===== config.mk =====
export PLATFORM = sky130hd
export DESIGN_NAME = tag_store_ctrl
export DESIGN_NICKNAME = d
export VERILOG_FILES = /design/src/rtl/tag_store_pkg.sv /design/src/rtl/tag_store_arb.sv /design/src/rtl/tag_store_ctrl.sv
export SDC_FILE = /design/constraint.sdc
export NUM_CORES = 1
export LEC_CHECK = 0
export ABC_CLOCK_PERIOD_IN_PS = 1900
export BUFFER_PORTS_ARGS = -buffer_cell sky130_fd_sc_hd__buf_4
export CAP_MARGIN = 20
export CORE_MARGIN = 5
export CORE_UTILIZATION = 52
export DETAILED_ROUTE_END_ITERATION = 8
export GPL_ROUTABILITY_DRIVEN = 1
export GPL_TIMING_DRIVEN = 0
export PLACE_DENSITY = 0.8
export SLEW_MARGIN = 20
export SYNTH_ARGS = -nofsm -noshare
export SYNTH_HDL_FRONTEND = slang
export SYNTH_SLANG_ARGS = --single-unit

===== constraint.sdc =====
create_clock -name clk -period 1.9 [get_ports clk]
set_input_delay 0.38 -clock clk [delete_from_list [all_inputs] [get_ports clk]]
set_output_delay 0.38 -clock clk [all_outputs]
set_load 0.01 [all_outputs]

===== src/rtl/tag_store_pkg.sv =====
// Shared constants and types for the tagged-store controller.
package tag_store_pkg;

    localparam int N_ENTRIES_DEF = 16;
    localparam int IDX_W_DEF     = 4;
    localparam int DATA_W_DEF    = 3;

    // Tag encoding: L entries may be written by either side, H only by high.
    localparam logic TAG_L = 1'b0;
    localparam logic TAG_H = 1'b1;

    typedef enum logic {
        ST_IDLE  = 1'b0,
        ST_FLUSH = 1'b1
    } state_t;

    // Round-robin pointer: which side wins when lo and hi collide.
    typedef enum logic {
        RR_LO = 1'b0,
        RR_HI = 1'b1
    } rr_t;

endpackage


===== src/rtl/tag_store_arb.sv =====
// Request arbiter: fixed priority flush > release > lo/hi, with a
// registered 2-way round-robin pointer between the lo and hi requesters.
module tag_store_arb
    import tag_store_pkg::*;
(
    input  logic clk,
    input  logic rst_n,
    input  logic idle_i,
    input  logic flush_req_i,
    input  logic rel_valid_i,
    input  logic lo_valid_i,
    input  logic hi_valid_i,
    output logic flush_ready_o,
    output logic rel_ready_o,
    output logic lo_ready_o,
    output logic hi_ready_o,
    output logic flush_acc_o,
    output logic rel_acc_o,
    output logic lo_acc_o,
    output logic hi_acc_o
);

    rr_t rr_q;

    // Ready/accept decode; readies are offered only in IDLE and only one
    // requester can see valid & ready in a given cycle.
    always_comb begin
        flush_ready_o = idle_i;
        rel_ready_o   = idle_i & ~flush_req_i;
        lo_ready_o    = idle_i & ~flush_req_i & ~rel_valid_i &
                        (~hi_valid_i | (rr_q == RR_LO));
        hi_ready_o    = idle_i & ~flush_req_i & ~rel_valid_i &
                        (~lo_valid_i | (rr_q == RR_HI));
        flush_acc_o   = flush_req_i & flush_ready_o;
        rel_acc_o     = rel_valid_i & rel_ready_o;
        lo_acc_o      = lo_valid_i & lo_ready_o;
        hi_acc_o      = hi_valid_i & hi_ready_o;
    end

    // Round-robin pointer: after a lo or hi grant, favour the other side.
    always_ff @(posedge clk) begin
        if (!rst_n) begin
            rr_q <= RR_LO;
        end else if (lo_acc_o) begin
            rr_q <= RR_HI;
        end else if (hi_acc_o) begin
            rr_q <= RR_LO;
        end else begin
            rr_q <= rr_q;
        end
    end

endmodule


===== src/rtl/tag_store_ctrl.sv =====
// Tagged 16-entry store controller: owns the tag vector, arbitrates lo/hi
// writes, blocks lo writes onto H entries, and sequences release and flush.
module tag_store_ctrl
    import tag_store_pkg::*;
#(
    parameter int N_ENTRIES = N_ENTRIES_DEF,
    parameter int IDX_W     = IDX_W_DEF,
    parameter int DATA_W    = DATA_W_DEF
) (
    input  logic                 clk,
    input  logic                 rst_n,
    input  logic                 lo_valid,
    input  logic [IDX_W-1:0]     lo_idx,
    input  logic [DATA_W-1:0]    lo_data,
    output logic                 lo_ready,
    output logic                 lo_err,
    input  logic                 hi_valid,
    input  logic [IDX_W-1:0]     hi_idx,
    input  logic [DATA_W-1:0]    hi_data,
    output logic                 hi_ready,
    input  logic                 rel_valid,
    input  logic [IDX_W-1:0]     rel_idx,
    output logic                 rel_ready,
    input  logic                 flush_req,
    output logic                 flush_ready,
    output logic                 flush_done,
    output logic                 wr_en,
    output logic [IDX_W-1:0]     wr_idx,
    output logic [DATA_W-1:0]    wr_data,
    output logic [N_ENTRIES-1:0] tags
);

    localparam logic [IDX_W-1:0] LAST_IDX = IDX_W'(N_ENTRIES - 1);

    state_t                state_q;
    logic [IDX_W-1:0]      cnt_q;
    logic [N_ENTRIES-1:0]  tags_q;
    logic                  wr_en_q;
    logic [IDX_W-1:0]      wr_idx_q;
    logic [DATA_W-1:0]     wr_data_q;
    logic                  lo_err_q;
    logic                  flush_done_q;

    logic flush_acc_s;
    logic rel_acc_s;
    logic lo_acc_s;
    logic hi_acc_s;

    tag_store_arb u_arb (
        .clk           (clk),
        .rst_n         (rst_n),
        .idle_i        (state_q == ST_IDLE),
        .flush_req_i   (flush_req),
        .rel_valid_i   (rel_valid),
        .lo_valid_i    (lo_valid),
        .hi_valid_i    (hi_valid),
        .flush_ready_o (flush_ready),
        .rel_ready_o   (rel_ready),
        .lo_ready_o    (lo_ready),
        .hi_ready_o    (hi_ready),
        .flush_acc_o   (flush_acc_s),
        .rel_acc_o     (rel_acc_s),
        .lo_acc_o      (lo_acc_s),
        .hi_acc_o      (hi_acc_s)
    );

    // FSM, tag vector and registered write port; pulses default low each cycle.
    always_ff @(posedge clk) begin
        if (!rst_n) begin
            state_q      <= ST_IDLE;
            cnt_q        <= {IDX_W{1'b0}};
            tags_q       <= {N_ENTRIES{1'b0}};
            wr_en_q      <= 1'b0;
            wr_idx_q     <= {IDX_W{1'b0}};
            wr_data_q    <= {DATA_W{1'b0}};
            lo_err_q     <= 1'b0;
            flush_done_q <= 1'b0;
        end else begin
            wr_en_q      <= 1'b0;
            lo_err_q     <= 1'b0;
            flush_done_q <= 1'b0;
            case (state_q)
                ST_IDLE: begin
                    if (flush_acc_s) begin
                        state_q <= ST_FLUSH;
                        cnt_q   <= {IDX_W{1'b0}};
                    end else if (rel_acc_s) begin
                        tags_q[rel_idx] <= TAG_L;
                        wr_en_q         <= 1'b1;
                        wr_idx_q        <= rel_idx;
                        wr_data_q       <= {DATA_W{1'b0}};
                    end else if (lo_acc_s) begin
                        // Lo writes onto H entries are dropped and flagged.
                        if (tags_q[lo_idx] == TAG_L) begin
                            wr_en_q   <= 1'b1;
                            wr_idx_q  <= lo_idx;
                            wr_data_q <= lo_data;
                        end else begin
                            lo_err_q <= 1'b1;
                        end
                    end else if (hi_acc_s) begin
                        tags_q[hi_idx] <= TAG_H;
                        wr_en_q        <= 1'b1;
                        wr_idx_q       <= hi_idx;
                        wr_data_q      <= hi_data;
                    end else begin
                        state_q <= ST_IDLE;
                    end
                end
                ST_FLUSH: begin
                    tags_q[cnt_q] <= TAG_L;
                    wr_en_q       <= 1'b1;
                    wr_idx_q      <= cnt_q;
                    wr_data_q     <= {DATA_W{1'b0}};
                    cnt_q         <= cnt_q + IDX_W'(1);
                    if (cnt_q == LAST_IDX) begin
                        state_q      <= ST_IDLE;
                        flush_done_q <= 1'b1;
                    end else begin
                        state_q <= ST_FLUSH;
                    end
                end
                default: begin
                    state_q <= ST_IDLE;
                end
            endcase
        end
    end

    assign wr_en      = wr_en_q;
    assign wr_idx     = wr_idx_q;
    assign wr_data    = wr_data_q;
    assign lo_err     = lo_err_q;
    assign flush_done = flush_done_q;
    assign tags       = tags_q;

endmodule


==> results.md, run 1 <==
- Skew-Pair Late Insertion Delay: 0.28 ns
- Count of different cell masters after synthesis: 55
- Peak supply drop: between 0.5 and 0.6 mV
- Combinational family with the most area after synthesis: simple AND/OR/NAND/NOR gates
- Cts hold-fix bufs: 0
- Number of synthesized flops with an enable pin: 0
- Xor/xnor cell area share of the yosys netlist: 0.004554
- Vias per std cell: about 6.1
- Clock Skews: around 0.0026 ns
- CTS tree: done
- Global-route wire length before repair: 9535 um
- Per-cell routed wire length: 17.43 um
- DP Area: 2344 um2
- CTS Sinks: 32
- Crit path time final: around 1.8 ns
- Fillers: 312
- Post-synthesis compound-gate area fraction: 0.2388
- Die Height: between 70 and 80 um
- Yosys warnings: 0
- Area of the mapped netlist: between 1500 and 2000 um2
- Post-Route Setup TNS: 0 ns
- Lkg Pwr: 0.9489 nW
- Fin nets: 313
- Synthesized Nets: about 260
- Min-Delay Path Class: in2reg
- Vias in the first global route: between 1500 and 2000
- Remaining antenna violation count: 0
- Core ar.: 3633 um2
- Fin area: 2442 um2
- Endpoints failing setup: 0
- Global Route Usage Sum: 0.2364
- Fmax: approximately 0.56 GHz
- Final slew viol count: 0
- WHS: 0.3572 ns
- Required @ worst endpoint: 2.06 ns
- Fin cells: 334
- Power per Cell Area: 626.8 nW/um2
- CTS clock-pin slew for the worst setup and hold paths: ~0.060 ns
- Final Util: 0.6722
- Die Area: about 5000 um2
- Sequential cell area: 640.6 um2
- Hold Vio Cnt, Final: 0
- ANT cells: 0
- DP Cell Count: around 330
- Multiplexer share of the synthesized area: 0.08003
- Row cnt: 22
- Worst-Margin Slew: about 0.62 ns
- Post-synth ARST share: 0
- Die Wd: approximately 71 um
- CTS Buffer Depth: 2
- Total Wirelength: 5822 um
- I/O Buffers: between 40 and 50
- Post-synthesis adder-cell area fraction: 0.02602
- Area grow syn2layout: 27.00%
- Total number of vias: 2032
- CTS Buf Count: 5
- Reg2reg setup slack: ~0.11 ns
- Seq/Total Area, Yosys: 0.3331
- Crit path max fanout: 8
- Final worst path period share: 0.9440
- Outcome: complete, no violations
- GPL Wtd Cong: 0.9372
- Final HPWL DP: 4550 um
- GR Overflow Total: 0
- Initial DRT Pass Iterations: 5
- Max Cap Viol: 0
- Post-synthesis simple-gate area fraction: 0.2837
- Htree depth: 2
- Boundary pin count: 54
- Largest net degree at the start of global routing: 11
- Initial Utilization: 0.5293
- Startpoint class of the critical path: flip-flop
- Initial DRC count: between 200 and 250
- Multi-input gate area: 1225 um2
- CTS root buf: clkbuf_8
- DRC: 0
- Relative slew slack: 0.5870
- Avg Synthesized Cell Area: 8.361 um2
- CP Class: reg2reg
- Proportion of layout cells with a drive suffix above 1: 0.2483
- Setup Fix Bufs, Post-CTS: 0
- Flops & latches, synth: 32
- Endpoint class of the critical path: flip-flop
- Initial antenna violation count: 0
- Arr. time, crit path: 1.95 ns
- Cells after synthesis: 230
- Main flop type after synthesis: dfxtp_1
[layer usage]
layer / vias to the layer above / part of all wire / global-route usage / wire length [um]
met5: - / 0 / 0 / 0
met4: 0 / 0.013 / 0.09186 / 78
met3: 9 / 0.085 / 0.05256 / 493
met2: 104 / 0.47 / 0.3687 / 2750
met1: 950 / 0.43 / 0.3177 / 2499
li1: 969 / - / - / -
[cell usage in the layout (no fill, tap or decap), types with 7 or more instances in the layout]
master / n
dfxtp_1: 32
nand2_1: 34
mux2i_1: 12
a21oi_1: 19
clkbuf_1: 7
inv_1: 7
nor2_1: 15
buf_4: 49
[critical path, cell delays in order (launching register included)]
cell	delay [ns]
dfxtp_1	0.37
or3_4	0.44
nor2_8	0.18
mux2_2	0.36
o2111ai_1	0.21
mux2i_1	0.11
[sequential cells by signal, indices dropped and copies added, names as in the netlist]
name        flops
cnt_q           4
flush_done      1
lo_err          1
state_q         1
tags           16
u_arb.rr_q      1
wr_data         3
wr_en           1
wr_idx          4
[cell usage after synthesis, drive strengths merged (4+ instances only)]
cell    number  area share
nor2        17       0.042
ha           4       0.026
nand4        4       0.021
inv          7       0.014
o221ai       6       0.027
nor2b        4       0.013
o21ai        5       0.013
o211ai       5       0.020
dfxtp       32        0.33
a31oi        6       0.020
nor3         6       0.021
clkbuf       6       0.012
a21oi       19       0.049
mux2i       12       0.062
nand2b       6       0.020
a311oi       4       0.021
nand2       34       0.066
nand3        8       0.026
[through the flow]
| step | total power (W) | setup WS [ns] |
|---|---|---|
| 2_1_floorplan | 0.0008868 | 0.1336 |
| 3_3_place_gp | 0.001005 | -0.05491 |
| 3_5_place_dp | 0.001009 | -0.08061 |
| 4_1_cts | 0.001534 | 0.07120 |
| 5_1_grt | 0.001604 | -0.008964 |
| 6_report | 0.001531 | 0.1063 |
[area by class of cell]
type | instances | share of cell area
multi-input cells | 182 | 0.5015
flip-flops and latches | 32 | 0.2623
repair buffers | 48 | 0.1475
clock buffers | 8 | 0.03689
well taps | 48 | 0.02459
plain buffers | 9 | 0.01639
inverters | 7 | 0.01076
[power by group]
group | internal, W | leakage (nW) | switching, W | total, W
combinational | 0.000122 | 0.643 | 0.000171 | 0.000293
clock | 0.000295 | 0.0455 | 0.000236 | 0.000531
sequential | 0.000692 | 0.260 | 0.0000151 | 0.000707
[cells by family after synthesis]
group                      Yosys count
DFF                                 32
buffers and inverters               16
and+or+nand+nor                     98
muxes                               14
xor gates and xnor gates             1
adders and majority gates            4
AOI/OAI and AO/OA                   65
[final timing paths]
| kind | from | end | cells after the start |
|---|---|---|---|
| worst min register to register | wr_data[0] | wr_data[0] | 2 |
| worst max-delay path | state_q | wr_idx[0] | 5 |
| worst min-delay path | rel_idx[0] | tags[13] | 2 |
| worst max register to register | state_q | wr_idx[0] | 5 |
[repair_timing]
action | 4_1_cts | 5_1_grt
resized for setup | 1 | 3
pin swaps | 0 | 1
endpoints found under the setup margin | 4 | 18
Power figures use the tool's default switching activity.
==> run 2: changes to the inputs <==
--- a/config.mk
+++ b/config.mk
@@ -9,7 +9,7 @@
 export BUFFER_PORTS_ARGS = -buffer_cell sky130_fd_sc_hd__buf_4
 export CAP_MARGIN = 20
 export CORE_MARGIN = 5
-export CORE_UTILIZATION = 52
+export CORE_UTILIZATION = 53
 export DETAILED_ROUTE_END_ITERATION = 8
 export GPL_ROUTABILITY_DRIVEN = 1
 export GPL_TIMING_DRIVEN = 0
@@ -17,4 +17,5 @@
 export SLEW_MARGIN = 20
 export SYNTH_ARGS = -nofsm -noshare
 export SYNTH_HDL_FRONTEND = slang
+export SYNTH_HIERARCHICAL = 1
 export SYNTH_SLANG_ARGS = --single-unit
==> results.md, run 2 <==
- Fillers: 274 (was 312)
- Avg Synthesized Cell Area: 8.338 um2 (was 8.361 um2)
- Skew-Pair Late Insertion Delay: 0.29 ns (was 0.28 ns)
- Die Height: 71.96 um (was 70.82 um)
- Fmax: 0.4977 GHz (was 0.5575 GHz)
- Lkg Pwr: 1.149 nW (was 0.9489 nW)
- Required @ worst endpoint: 2.12 ns (was 2.06 ns)
- DRC: 0 (unchanged)
- GR Overflow Total: 0 (unchanged)
- Peak supply drop: 0.5293 mV (was 0.5252 mV)
- Startpoint class of the critical path: flip-flop (unchanged)
- Proportion of layout cells with a drive suffix above 1: 0.3943 (was 0.2483)
- GR peak layer: met2 (unchanged)
- Synthesized Nets: 272 (was 258)
- Flops & latches, synth: 32 (unchanged)
- Row cnt: 22 (unchanged)
- Worst-Margin Slew: 0.4974 ns (was 0.6195 ns)
- Cells after synthesis: 244 (was 230)
- Vias per std cell: 6.233 (was 6.084)
- Count of different cell masters after synthesis: 49 (was 55)
- Remaining antenna violation count: 0 (unchanged)
- Setup WS post-layout: -0.1091 ns (was 0.1063 ns)
- Leading post-synthesis cells by cell area: dfxtp_1 (31%), mux2i_1 (5.9%), a21oi_1 (5.2%), a22oi_1 (5.2%), nand2_1 (4.6%) (was dfxtp_1 (33%), nand2_1 (6.6%), mux2i_1 (6.2%), a21oi_1 (4.9%), nor2_1 (3.1%))
- Initial antenna violation count: 0 (unchanged)
- Core ar.: 3689 um2 (was 3633 um2)
- Hold Vio Cnt, Final: 0 (unchanged)
- CTS Sinks: 32 (unchanged)
- Most numerous cell in the Yosys netlist: dfxtp_1 (was nand2_1)
- ANT cells: 0 (unchanged)
- Post-synth ARST share: 0 (unchanged)
- DP Cell Count: 342 (was 326)
- Sequential cell area: 644.4 um2 (was 640.6 um2)
- CP Class: reg2reg (unchanged)
- CTS tree: done (unchanged)
- Global routing usage on met1: 0.3387 (was 0.3177)
- Commonest non-fill, non-tap cell in the layout: buf_4 (unchanged)
- CTS Buffer Depth: 2 (unchanged)
- M2 GR Usage: 0.4133 (was 0.3687)
- Endpoints failing setup: 18 (was 0)
- CTS Buf Count: 5 (unchanged)
- Clock Skews: 0.003941 ns (was 0.002637 ns)
- Relative slew slack: 0.6684 (was 0.5870)
- Unrepaired setup endpoints after global routing: true
- Total number of vias: 2275 (was 2032)
- Number of synthesized flops with an enable pin: 0 (unchanged)
- Boundary pin count: 54 (unchanged)
- Area of the mapped netlist: 2034 um2 (was 1923 um2)
- Htree depth: 2 (unchanged)
- Global-route wire length before repair: 10380 um (was 9535 um)
- Hold endpoint: u_arb/rr_q (was tags[13])
- Yosys warnings: 6 (was 0)
- Cts hold-fix bufs: 0 (unchanged)
- Max Cap Viol: 0 (unchanged)
- Final slew viol count: 0 (unchanged)
- Global Route Usage Sum: 0.2559 (was 0.2364)
- Final Util: 0.7883 (was 0.6722)
- FF-to-FF Start: state_q (unchanged)
- Per-cell routed wire length: 18.29 um (was 17.43 um)
- Worst R2R Path Depth: 8 (was 5)
- Top cell type's share of synthesized area: 0.3149 (was 0.3331)
- DP Area: 2549 um2 (was 2344 um2)
- Crit path from: state_q (unchanged)
- Largest net degree at the start of global routing: 12 (was 11)
- Post-synth top cells: dfxtp_1 (32), nand2_1 (25), a21oi_1 (21) (was nand2_1 (34), dfxtp_1 (32), a21oi_1 (19))
- Initial DRC count: 192 (was 224)
- Initial DRT Pass Iterations: 5 (unchanged)
- Total Wirelength: 6675 um (was 5822 um)
- GPL Wtd Cong: 0.9186 (was 0.9372)
- Min-Delay Path Class: in2reg (unchanged)
- Initial Utilization: 0.5516 (was 0.5293)
- WHS Path Cells: 3 (was 2)
- Cell taking the most area after synthesis: dfxtp_1 (unchanged)
- Die Area: 5178 um2 (was 5015 um2)
- Vias in the first global route: 2149 (was 1934)
- CTS root buf: clkbuf_8 (unchanged)
- Post-Route Setup TNS: -0.9161 ns (was 0 ns)
- Outcome: finished with violations (was complete, no violations)
- Endpoint class of the critical path: flip-flop (unchanged)
- Fin nets: 344 (was 313)
- Critical Path, Cell by Cell: clkinv_8, nor3b_4, and3_4, buf_8, nor4_4, nand4_1, or3b_1, a21oi_1 (was or3_4, nor2_8, mux2_2, o2111ai_1, mux2i_1)
- GR Util met3: 0.04848 (was 0.05256)
- Power per Cell Area: 620.3 nW/um2 (was 626.8 nW/um2)
- Reg2reg setup slack: -0.11 ns (was 0.11 ns)
- Crit path max fanout: 8 (unchanged)
- Reg2reg end: tags[7] (was wr_idx[0])
- Arr. time, crit path: 2.23 ns (was 1.95 ns)
- Area grow syn2layout: 42.93% (was 27.00%)
- Multi-input gate area: 1466 um2 (was 1225 um2)
- Fin area: 2908 um2 (was 2442 um2)
- Final worst path period share: 1.057 (was 0.9440)
- Violated checks: setup timing
- Fin cells: 365 (was 334)
- Most frequent cells in the layout: buf_4 (67), dfxtp_1 (31), nand2_1 (22) (was buf_4 (49), nand2_1 (34), dfxtp_1 (32))
- Main flop type after synthesis: dfxtp_1 (unchanged)
- CP max stage delay: 0.41 ns (was 0.44 ns)
- CTS clock-pin slew for the worst setup and hold paths: 0.07 ns (was 0.06 ns)
- CP max-delay cell: or3b_1 (was or3_4)
- Crit path time final: 2.009 ns (was 1.794 ns)
- Max FFs per register: 16 (unchanged)
- Die Wd: 71.96 um (was 70.82 um)
- Hold path startpoint: rst_n (was rel_idx[0])
- I/O Buffers: 50 (was 48)
- Seq/Total Area, Yosys: 0.3149 (was 0.3331)
- Final HPWL DP: 4532 um (was 4550 um)
## run 2: timing repair
action	CTS	global route
buffers inserted	11	5
pin swaps	27	19
endpoints found under the setup margin	26	26
resized for setup	18	27
## run 2: cells by family after synthesis
family,after synthesis,share of synthesized area
AO/OA/AOI/OAI,70,0.2232
adder cells (fa/ha/maj),4,0.02460
buffers and inverters,19,0.05288
flip-flops,32,0.3149
multiplexers,17,0.09225
AND/OR/NAND/NOR,102,0.2921
## run 2: how the worst max path moves through the flow
stage	endpoint	slack [ns]	cells after the start
after floorplan	tags[7]	-0.009	9
after global placement	tags[12]	-0.35	10
after detailed placement	tags[14]	-0.35	10
after CTS	wr_idx[0]	-0.08	10
after global routing	tags[7]	-0.21	8
final	tags[7]	-0.11	8
## run 2: critical path, delay by kind of cell, from the launching register on
family	cells	cell delay [ns]
simple gates	5	1.23
compound gates	1	0.14
buf+inv	2	0.20
flops	1	0.39
## run 2: metal layers
metal / wire length [um] / share of wire
met1: 2673 / 0.40
met2: 3138 / 0.47
met3: 686 / 0.10
met4: 175 / 0.026
met5: 0 / 0
## run 2: report_power, final
part	switching, W	total (W)	internal (W)
clock network	0.000274	0.000662	0.000388
logic	0.000230	0.000427	0.000197
registers	0.0000189	0.000714	0.000695
## run 2: cell type report
class,count,share of cell area
inverter,7,0.01377
timing repair buffer,66,0.1717
multi-input combinational,193,0.5043
buffer,11,0.02969
sequential,32,0.2216
tap,48,0.02065
clock buffer,5,0.02367
clock inverter,3,0.01463
## run 2: through the flow
stage / hold WS (ns) / power [W] / worst slack, ns
after floorplan: 0.4759 / 0.0009472 / -0.009160
after global routing: 0.3845 / 0.001876 / -0.2103
final: 0.3613 / 0.001804 / -0.1091
after detailed placement: 0.4522 / 0.001084 / -0.3472
after global placement: 0.4485 / 0.001081 / -0.3453
after CTS: 0.3543 / 0.001775 / -0.07898
